**config.mk**
```make
export PLATFORM = sky130hd
export DESIGN_NAME = mem_arbiter
export DESIGN_NICKNAME = d
export VERILOG_FILES = /design/src/rtl/mem_arbiter.sv
export SDC_FILE = /design/constraint.sdc
export NUM_CORES = 1
export LEC_CHECK = 0
export BUFFER_PORTS_ARGS = -buffer_cell sky130_fd_sc_hd__buf_2
export CAP_MARGIN = 10
export CORE_UTILIZATION = 40
export DETAILED_ROUTE_END_ITERATION = 10
export PLACE_DENSITY = 0.69
export SYNTH_ARGS = -nofsm -noshare
export SYNTH_HDL_FRONTEND = slang
export SYNTH_SLANG_ARGS = --single-unit
```
**constraint.sdc**
```tcl
create_clock -name clk -period 2.1 [get_ports clk]
set_input_delay 0.105 -clock clk [delete_from_list [all_inputs] [get_ports clk]]
set_output_delay 0.105 -clock clk [all_outputs]
set_load 0.005 [all_outputs]
```
**src/rtl/mem_arbiter.sv**
```systemverilog
// Round-robin arbiter giving two requesters (CPU, loader) shared access to a
// single-port synchronous RAM; one transaction in flight, all outputs registered.
module mem_arbiter #(
    parameter int AW = 9,
    parameter int DW = 8
) (
    input  logic          clk,
    input  logic          rst,
    input  logic          req0,
    input  logic          req1,
    input  logic          we0,
    input  logic          we1,
    input  logic [AW-1:0] addr0,
    input  logic [AW-1:0] addr1,
    input  logic [DW-1:0] wdata0,
    input  logic [DW-1:0] wdata1,
    output logic          gnt0,
    output logic          gnt1,
    output logic          rvalid0,
    output logic          rvalid1,
    output logic [DW-1:0] rdata,
    output logic          busy,
    output logic [AW-1:0] ram_raddr,
    output logic [AW-1:0] ram_waddr,
    output logic [DW-1:0] ram_wdata,
    output logic          ram_we,
    input  logic [DW-1:0] ram_rdata
);

    // IDLE: arbitrate | ACCESS: RAM cycle | RWAIT: RAM read latency | RDONE: rvalid
    typedef enum logic [1:0] {IDLE, ACCESS, RWAIT, RDONE} state_t;

    state_t        r_state;
    logic          r_last;
    logic          r_port;
    logic          r_we;

    logic          w_any;
    logic          w_sel;
    logic          w_we;
    logic [AW-1:0] w_addr;
    logic [DW-1:0] w_wdata;

    always_comb begin
        w_any   = req0 | req1;
        w_sel   = (req0 & req1) ? ~r_last : req1;
        w_we    = w_sel ? we1 : we0;
        w_addr  = w_sel ? addr1 : addr0;
        w_wdata = w_sel ? wdata1 : wdata0;
    end

    always_ff @(posedge clk) begin
        if (rst) begin
            r_state   <= IDLE;
            r_last    <= 1'b1;
            r_port    <= 1'b0;
            r_we      <= 1'b0;
            gnt0      <= 1'b0;
            gnt1      <= 1'b0;
            rvalid0   <= 1'b0;
            rvalid1   <= 1'b0;
            busy      <= 1'b0;
            ram_we    <= 1'b0;
            ram_raddr <= '0;
            ram_waddr <= '0;
            ram_wdata <= '0;
            rdata     <= '0;
        end else begin
            gnt0    <= 1'b0;
            gnt1    <= 1'b0;
            rvalid0 <= 1'b0;
            rvalid1 <= 1'b0;
            ram_we  <= 1'b0;
            case (r_state)
                IDLE: begin
                    if (w_any) begin
                        r_state <= ACCESS;
                        busy    <= 1'b1;
                        r_port  <= w_sel;
                        r_last  <= w_sel;
                        r_we    <= w_we;
                        gnt0    <= ~w_sel;
                        gnt1    <= w_sel;
                        // RAM-side registers double as the operand latch
                        if (w_we) begin
                            ram_we    <= 1'b1;
                            ram_waddr <= w_addr;
                            ram_wdata <= w_wdata;
                        end else begin
                            ram_raddr <= w_addr;
                        end
                    end
                end
                ACCESS: begin
                    if (r_we) begin
                        r_state <= IDLE;
                        busy    <= 1'b0;
                    end else begin
                        r_state <= RWAIT;
                    end
                end
                RWAIT: begin
                    r_state <= RDONE;
                    rdata   <= ram_rdata;
                    rvalid0 <= ~r_port;
                    rvalid1 <= r_port;
                end
                RDONE: begin
                    r_state <= IDLE;
                    busy    <= 1'b0;
                end
                default: begin
                    r_state <= IDLE;
                    busy    <= 1'b0;
                end
            endcase
        end
    end

endmodule

```
# Yosys cells after proc, flatten, opt, wreduce, memory -nomap -nowiden
# Cells that the tools add are included.
dict set report totals {
  reg_bits 45
  latchBits 0
  ram_bits 0
  romBits 0
  inputBits 48
  output_inout_bits 40
  mem_count 0
}
dict set report op_classes {
  add_sub_neg 0
  mul 0
  div_mod_pow 0
  order_cmp 0
  eq_ne 5
  n_shift 0
  n_mux 11
  bitwise_logic 9
  n_reduce_logical 8
}
# operator n
set ops {}
lappend ops {{9-bit two-way mux} 1}
lappend ops {{3-bit AND reduction} 3}
lappend ops {{8-bit two-way mux} 1}
lappend ops {{2-bit case mux with 4 select lines} 1}
lappend ops {{1-bit NOT} 7}
lappend ops {{1-bit two-way mux} 5}
lappend ops {{2-bit == test, second input constant} 2}
lappend ops {{2-bit two-way mux} 2}
lappend ops {{2-bit inequality test, second input constant} 2}
lappend ops {{1-bit case mux with 3 select lines} 1}
lappend ops {{3-bit nonzero test} 1}
lappend ops {{3-bit OR reduction} 1}
lappend ops {{2-bit by 1-bit == test with 1-bit output, second input constant} 1}
lappend ops {{2-bit zero test} 1}
lappend ops {{2-bit AND reduction} 1}
lappend ops {{2-bit OR reduction} 1}
lappend ops {{1-bit bitwise AND} 1}
lappend ops {{1-bit bitwise OR} 1}

# Depth between registers and ports, before layout
dict set report depth {
  ltp_word 5
  mapped_depth 7
  mapped_depth_nobuf 4
}

# Worst setup path after synthesis
# No wires, ideal clock.
dict set report synth_path {
  kind {register to register}
  start {register r_state[0]}
  end {register ram_waddr[3]}
  setup_time_ns 0.080
  arrival_ns 1.494
  required_ns 2.020
  setup_slack_ns 0.525
  path_stages_with_launch 8
  path_buffers 3
  synth_period_minus_slack_ns 1.575
  path_cell_list {dfxtp_1 > clkbuf_1 > nor2_2 > o21ai_1 > or2_1 > buf_2 > buf_6 > a211oi_2}
}
dict set report synth_via {
  elab_chain_len 2
}
# item line_no
set synth_rtl {}
lappend synth_rtl {{from (decl)} 33} ;# state_t r_state;
lappend synth_rtl {{from (signal assigned)} 54} ;# r_state <= IDLE;
lappend synth_rtl {{from (signal assigned)} 77} ;# r_state <= ACCESS;
lappend synth_rtl {{from (signal assigned)} 96} ;# r_state <= IDLE;
lappend synth_rtl {{2-bit zero test} 74} ;# case (r_state)
lappend synth_rtl {{3-bit AND reduction (no line)} --}
lappend synth_rtl {{to (signal assigned)} 87} ;# ram_waddr <= w_addr;
lappend synth_rtl {{to (decl)} 24} ;# output logic [AW-1:0] ram_waddr,
# No other way between the ends.
# A chain may end at the register's enable or synchronous reset.

# Worst setup path in the final report
dict set report layout_path {
  start {register r_last}
  end {register ram_wdata[1]}
}
dict set report layout_via {
  elab_chain_len 4
}
# item line_no
set layout_rtl {}
lappend layout_rtl {{from (decl)} 34} ;# logic r_last;
lappend layout_rtl {{from (signal assigned)} 80} ;# r_last <= w_sel;
lappend layout_rtl {{1-bit NOT (*)} 46} ;# w_sel = (req0 & req1) ? ~r_last : req1;
lappend layout_rtl {{1-bit two-way mux (*)} 46}
lappend layout_rtl {{1-bit two-way mux} 47} ;# w_we = w_sel ? we1 : we0;
lappend layout_rtl {{3-bit AND reduction (no line)} --}
lappend layout_rtl {{to (signal assigned)} 88} ;# ram_wdata <= w_wdata;
lappend layout_rtl {{to (decl)} 25} ;# output logic [DW-1:0] ram_wdata,
# Every way passes the cells marked *; elsewhere a longest branch is shown, timed or not.

==> run_summary.xml <==
<?xml version="1.0" encoding="UTF-8"?>
<metrics>
  <group name="critical_path">
    <metric name="cp_data_required_time" unit="ns">2.26</metric>
    <metric name="critical_path_s_largest_stage_delay" unit="ns">0.67</metric>
    <metric name="crit_path_top_delay_cell" unit="">or2_1</metric>
    <metric name="crit_path_end_kind" unit="">flip-flop</metric>
    <metric name="timing.critical_path.max_delay_family" unit="">simple AND/OR/NAND/NOR gates</metric>
    <metric name="regToRegSetupSlack" unit="ns">0.31</metric>
    <metric name="cell_chain_of_the_critical_path" unit="">a21bo_1, mux2i_1, or2_1, a211oi_1</metric>
    <metric name="timing_worst_setup_path_type" unit="">reg2reg</metric>
    <metric name="timing.critical_path.arrival" unit="ns">1.94</metric>
    <metric name="worstSetupStartpointType" unit="">flip-flop</metric>
    <metric name="timing.critical_path.fanout_max" unit="">17</metric>
    <metric name="path_buf_inv" unit="">0</metric>
  </group>
  <group name="global_routing">
    <metric name="gr-usage-all-layers" unit="%">19.80</metric>
    <metric name="antenna_found_initial" unit="">0</metric>
    <metric name="first_global_vias" unit="">1679</metric>
    <metric name="overflow" unit="">0</metric>
    <metric name="grt_pass1_wl" unit="mm">8.197</metric>
    <metric name="grt_max_degree" unit="">44</metric>
  </group>
  <group name="clock_network">
    <metric name="postCtsHoldBufs" unit="">0</metric>
    <metric name="ctsResizeCount" unit="">0</metric>
    <metric name="clock-root-buffer" unit="">clkbuf_8</metric>
    <metric name="cts_made_buffers" unit="">5</metric>
    <metric name="cts_max_level" unit="">2</metric>
    <metric name="clock_path_buffers" unit="">2</metric>
    <metric name="worstSkewPairLatency" unit="ns">0.30</metric>
    <metric name="clock-sinks" unit="">45</metric>
    <metric name="path_clk_slew" unit="ns">0.08</metric>
    <metric name="cts_tree" unit="">built</metric>
    <metric name="post-cts-setup-buffers" unit="">0</metric>
  </group>
  <group name="route">
    <metric name="detail_route.wl_per_cell" unit="um">13.76</metric>
    <metric name="drt-vias-per-instance" unit="">5.010</metric>
    <metric name="via_count" unit="">1984</metric>
    <metric name="dr.pass1.iters" unit="">4</metric>
    <metric name="drcViolationCount" unit="">0</metric>
    <metric name="drt-total-wl" unit="mm">5.449</metric>
    <metric name="postRouteAntennaNets" unit="">0</metric>
    <metric name="dr.first_iter.drc_count" unit="">117</metric>
  </group>
  <group name="layout">
    <metric name="layout.core_utilization" unit="%">52.34</metric>
    <metric name="multi_input_area" unit="um^2">1040</metric>
    <metric name="nNetsFinal" unit="">373</metric>
    <metric name="num_antenna_cells" unit="">0</metric>
    <metric name="seq_area" unit="um^2">900.9</metric>
    <metric name="area_delta_synth_final" unit="%">26.29</metric>
    <metric name="drive_gt1_share" unit="%">34.36</metric>
    <metric name="filler_cell_count" unit="">525</metric>
  </group>
  <group name="synthesis">
    <metric name="synth_sequential_area_ratio" unit="%">42.83</metric>
    <metric name="synth_fp_nets" unit="">296</metric>
    <metric name="synthTopCellsByCount" unit="">45 x dfxtp_1, 34 x nand3b_1, 27 x a21oi_1</metric>
    <metric name="synth_top_flop_cell" unit="">dfxtp_1</metric>
    <metric name="synth_enable_flop_cells" unit="">0</metric>
    <metric name="synth.yosys.warnings" unit="">0</metric>
    <metric name="synth-async-reset-ratio" unit="%">0</metric>
    <metric name="ys_seq_elements" unit="">45</metric>
    <metric name="yosys.area.top_type_share" unit="%">42.83</metric>
    <metric name="netlist-cell-type-count" unit="">31</metric>
    <metric name="yosys.cell_count.top_type" unit="">dfxtp_1</metric>
    <metric name="syn-cell-area" unit="um^2">2103</metric>
    <metric name="synth.avg_cell_area" unit="um^2">8.481</metric>
    <metric name="netlist_top_cells_area" unit="">dfxtp_1 43%, nand3b_1 12%, a21oi_1 6.4%</metric>
    <metric name="leading_area_contributor_after_synthesis" unit="">dfxtp_1</metric>
    <metric name="postSynthCellCount" unit="">248</metric>
  </group>
  <group name="floorplan">
    <metric name="core_area" unit="um^2">5075</metric>
    <metric name="dieArea" unit="um^2">5552</metric>
    <metric name="placementRows" unit="">26</metric>
    <metric name="floorplan.initialDensity" unit="%">41.44</metric>
    <metric name="top_level_ports" unit="">88</metric>
    <metric name="die_height" unit="um">74.52</metric>
    <metric name="die_w" unit="um">74.52</metric>
  </group>
  <group name="timing">
    <metric name="finalMaxSlewViolations" unit="">0</metric>
    <metric name="totalNegativeSetupSlack" unit="ns">0</metric>
    <metric name="max_slew.worst_pin.slew" unit="ns">0.8250</metric>
    <metric name="finalClockSkew" unit="ns">0.003518</metric>
    <metric name="rsz0062_at_grt" unit="">no</metric>
    <metric name="period_utilization_post_route" unit="%">85.02</metric>
    <metric name="finalHoldViolations" unit="">0</metric>
    <metric name="fmax" unit="MHz">560.1</metric>
    <metric name="finalSetupViolCount" unit="">0</metric>
    <metric name="period_minus_slack" unit="ns">1.785</metric>
    <metric name="timing.max_slew.rel_slack" unit="%">45.00</metric>
  </group>
  <group name="pwr">
    <metric name="power_per_cell_area" unit="nW/um^2">745.0</metric>
    <metric name="p_leak" unit="uW">0.001152</metric>
    <metric name="vdd.ir_drop.worst" unit="uV">385.2</metric>
  </group>
  <group name="placed_design">
    <metric name="place_congestion" unit="">0.8098</metric>
    <metric name="place.port_buffers" unit="">87</metric>
    <metric name="detailed_place_hpwl" unit="mm">3.741</metric>
  </group>
  <group name="min_path">
    <metric name="worstHoldPathType" unit="">in2reg</metric>
  </group>
  <group name="status">
    <metric name="outcome" unit="">completed</metric>
  </group>
  <group name="flow_run">
    <metric name="max_cap_viol_count" unit="">0</metric>
  </group>
</metrics>
## where the power goes
group | internal (uW) | switching [uW] | leakage [uW]
combinational | 212 | 238 | 0.000743
sequential | 947 | 55.2 | 0.000371
clock | 236 | 291 | 0.0000385
total | 1390 | 585 | 0.00115
## cell type report
cell class,count,area share (%)
Tap cell,70,3.297
Inverter,17,2.402
Clock buffer,7,2.873
Timing Repair Buffer,93,18.09
Clock inverter,1,0.2826
Sequential cell,45,33.91
Multi-Input combinational cell,163,39.14
## cell families (layout without fill, tap and decap cells)
logic type / Yosys count / after routing / share of synthesized area [%]
AOI/OAI and AO/OA: 61 / 61 / 22.13
buffers and inverters: 40 / 118 / 7.733
DFF: 45 / 45 / 42.83
muxes: 1 / 1 / 0.4759
and+or+nand+nor: 101 / 101 / 26.83
## cell usage in the layout, fill, tap and decap left out
cell and count:
nand3b_1 34, nor2b_1 4, dfxtp_1 45, buf_4 6, o22a_1 9, a21boi_2 1
nor3_1 24, inv_1 17, nor4_1 1, mux2i_1 1, nor2_2 1, a21bo_1 1
o21ai_1 1, clkbuf_1 2, o21ai_0 1, buf_2 87, nand3_1 1, a221o_1 1
or2_1 1, a211oi_2 10, nor3b_1 1, clkbuf_8 5, a211oi_1 7, clkinvlp_4 1
nand2_1 19, o2bb2ai_1 1, nand2b_1 2, nor2_1 13, a21oi_1 27, a22oi_1 1
o41ai_2 1
## worst reg2reg max path, delay by kind of cell, from the launching register on
family             cells  cell delay [ns]
and+or+nand+nor        1             0.67
DFF                    1             0.43
AOI/OAI and AO/OA      2             0.34
muxes                  1             0.21
## sequential cells by signal (all words and copies together), names as in the netlist, 8 cells and up, named ones only
name,cells
ram_raddr,9
ram_waddr,9
ram_wdata,8
rdata,8
## metrics by stage
step                      total power [uW]  instance area [um^2]  setup slack [ns]  hold WS (ns)  std cells
final                                 1979                  2656            0.3145       0.02874        396
after floorplan                       1289                  2103            0.5251        0.2410        248
after global placement                1465                  2572            0.3554        0.3467        388
after CTS                             1995                  2656            0.2875       0.02436        396
after detailed placement              1472                  2572            0.2962        0.3513        388
after global routing                  2087                  2656            0.1990       0.02661        396
## metal layers
metal / wire length [um] / global-route usage, % / up-vias
li1: - / - / 1020
met1: 2656 / 28.68 / 904
met2: 2453 / 28.53 / 53
met3: 250 / 5.014 / 7
met4: 88 / 6.499 / 0
met5: 0 / 0 / -
## path summary, 6_finish.rpt
check / startpoint / end / depth (start not counted)
worst max-delay path: r_last / ram_wdata[1] / 4
worst min-delay path: ram_rdata[1] / rdata[1] / 3
worst max register to register: r_last / ram_wdata[1] / 4
worst min register to register: rdata[0] / rdata[0] / 2
No activity file was read; power rests on OpenSTA's default activity.
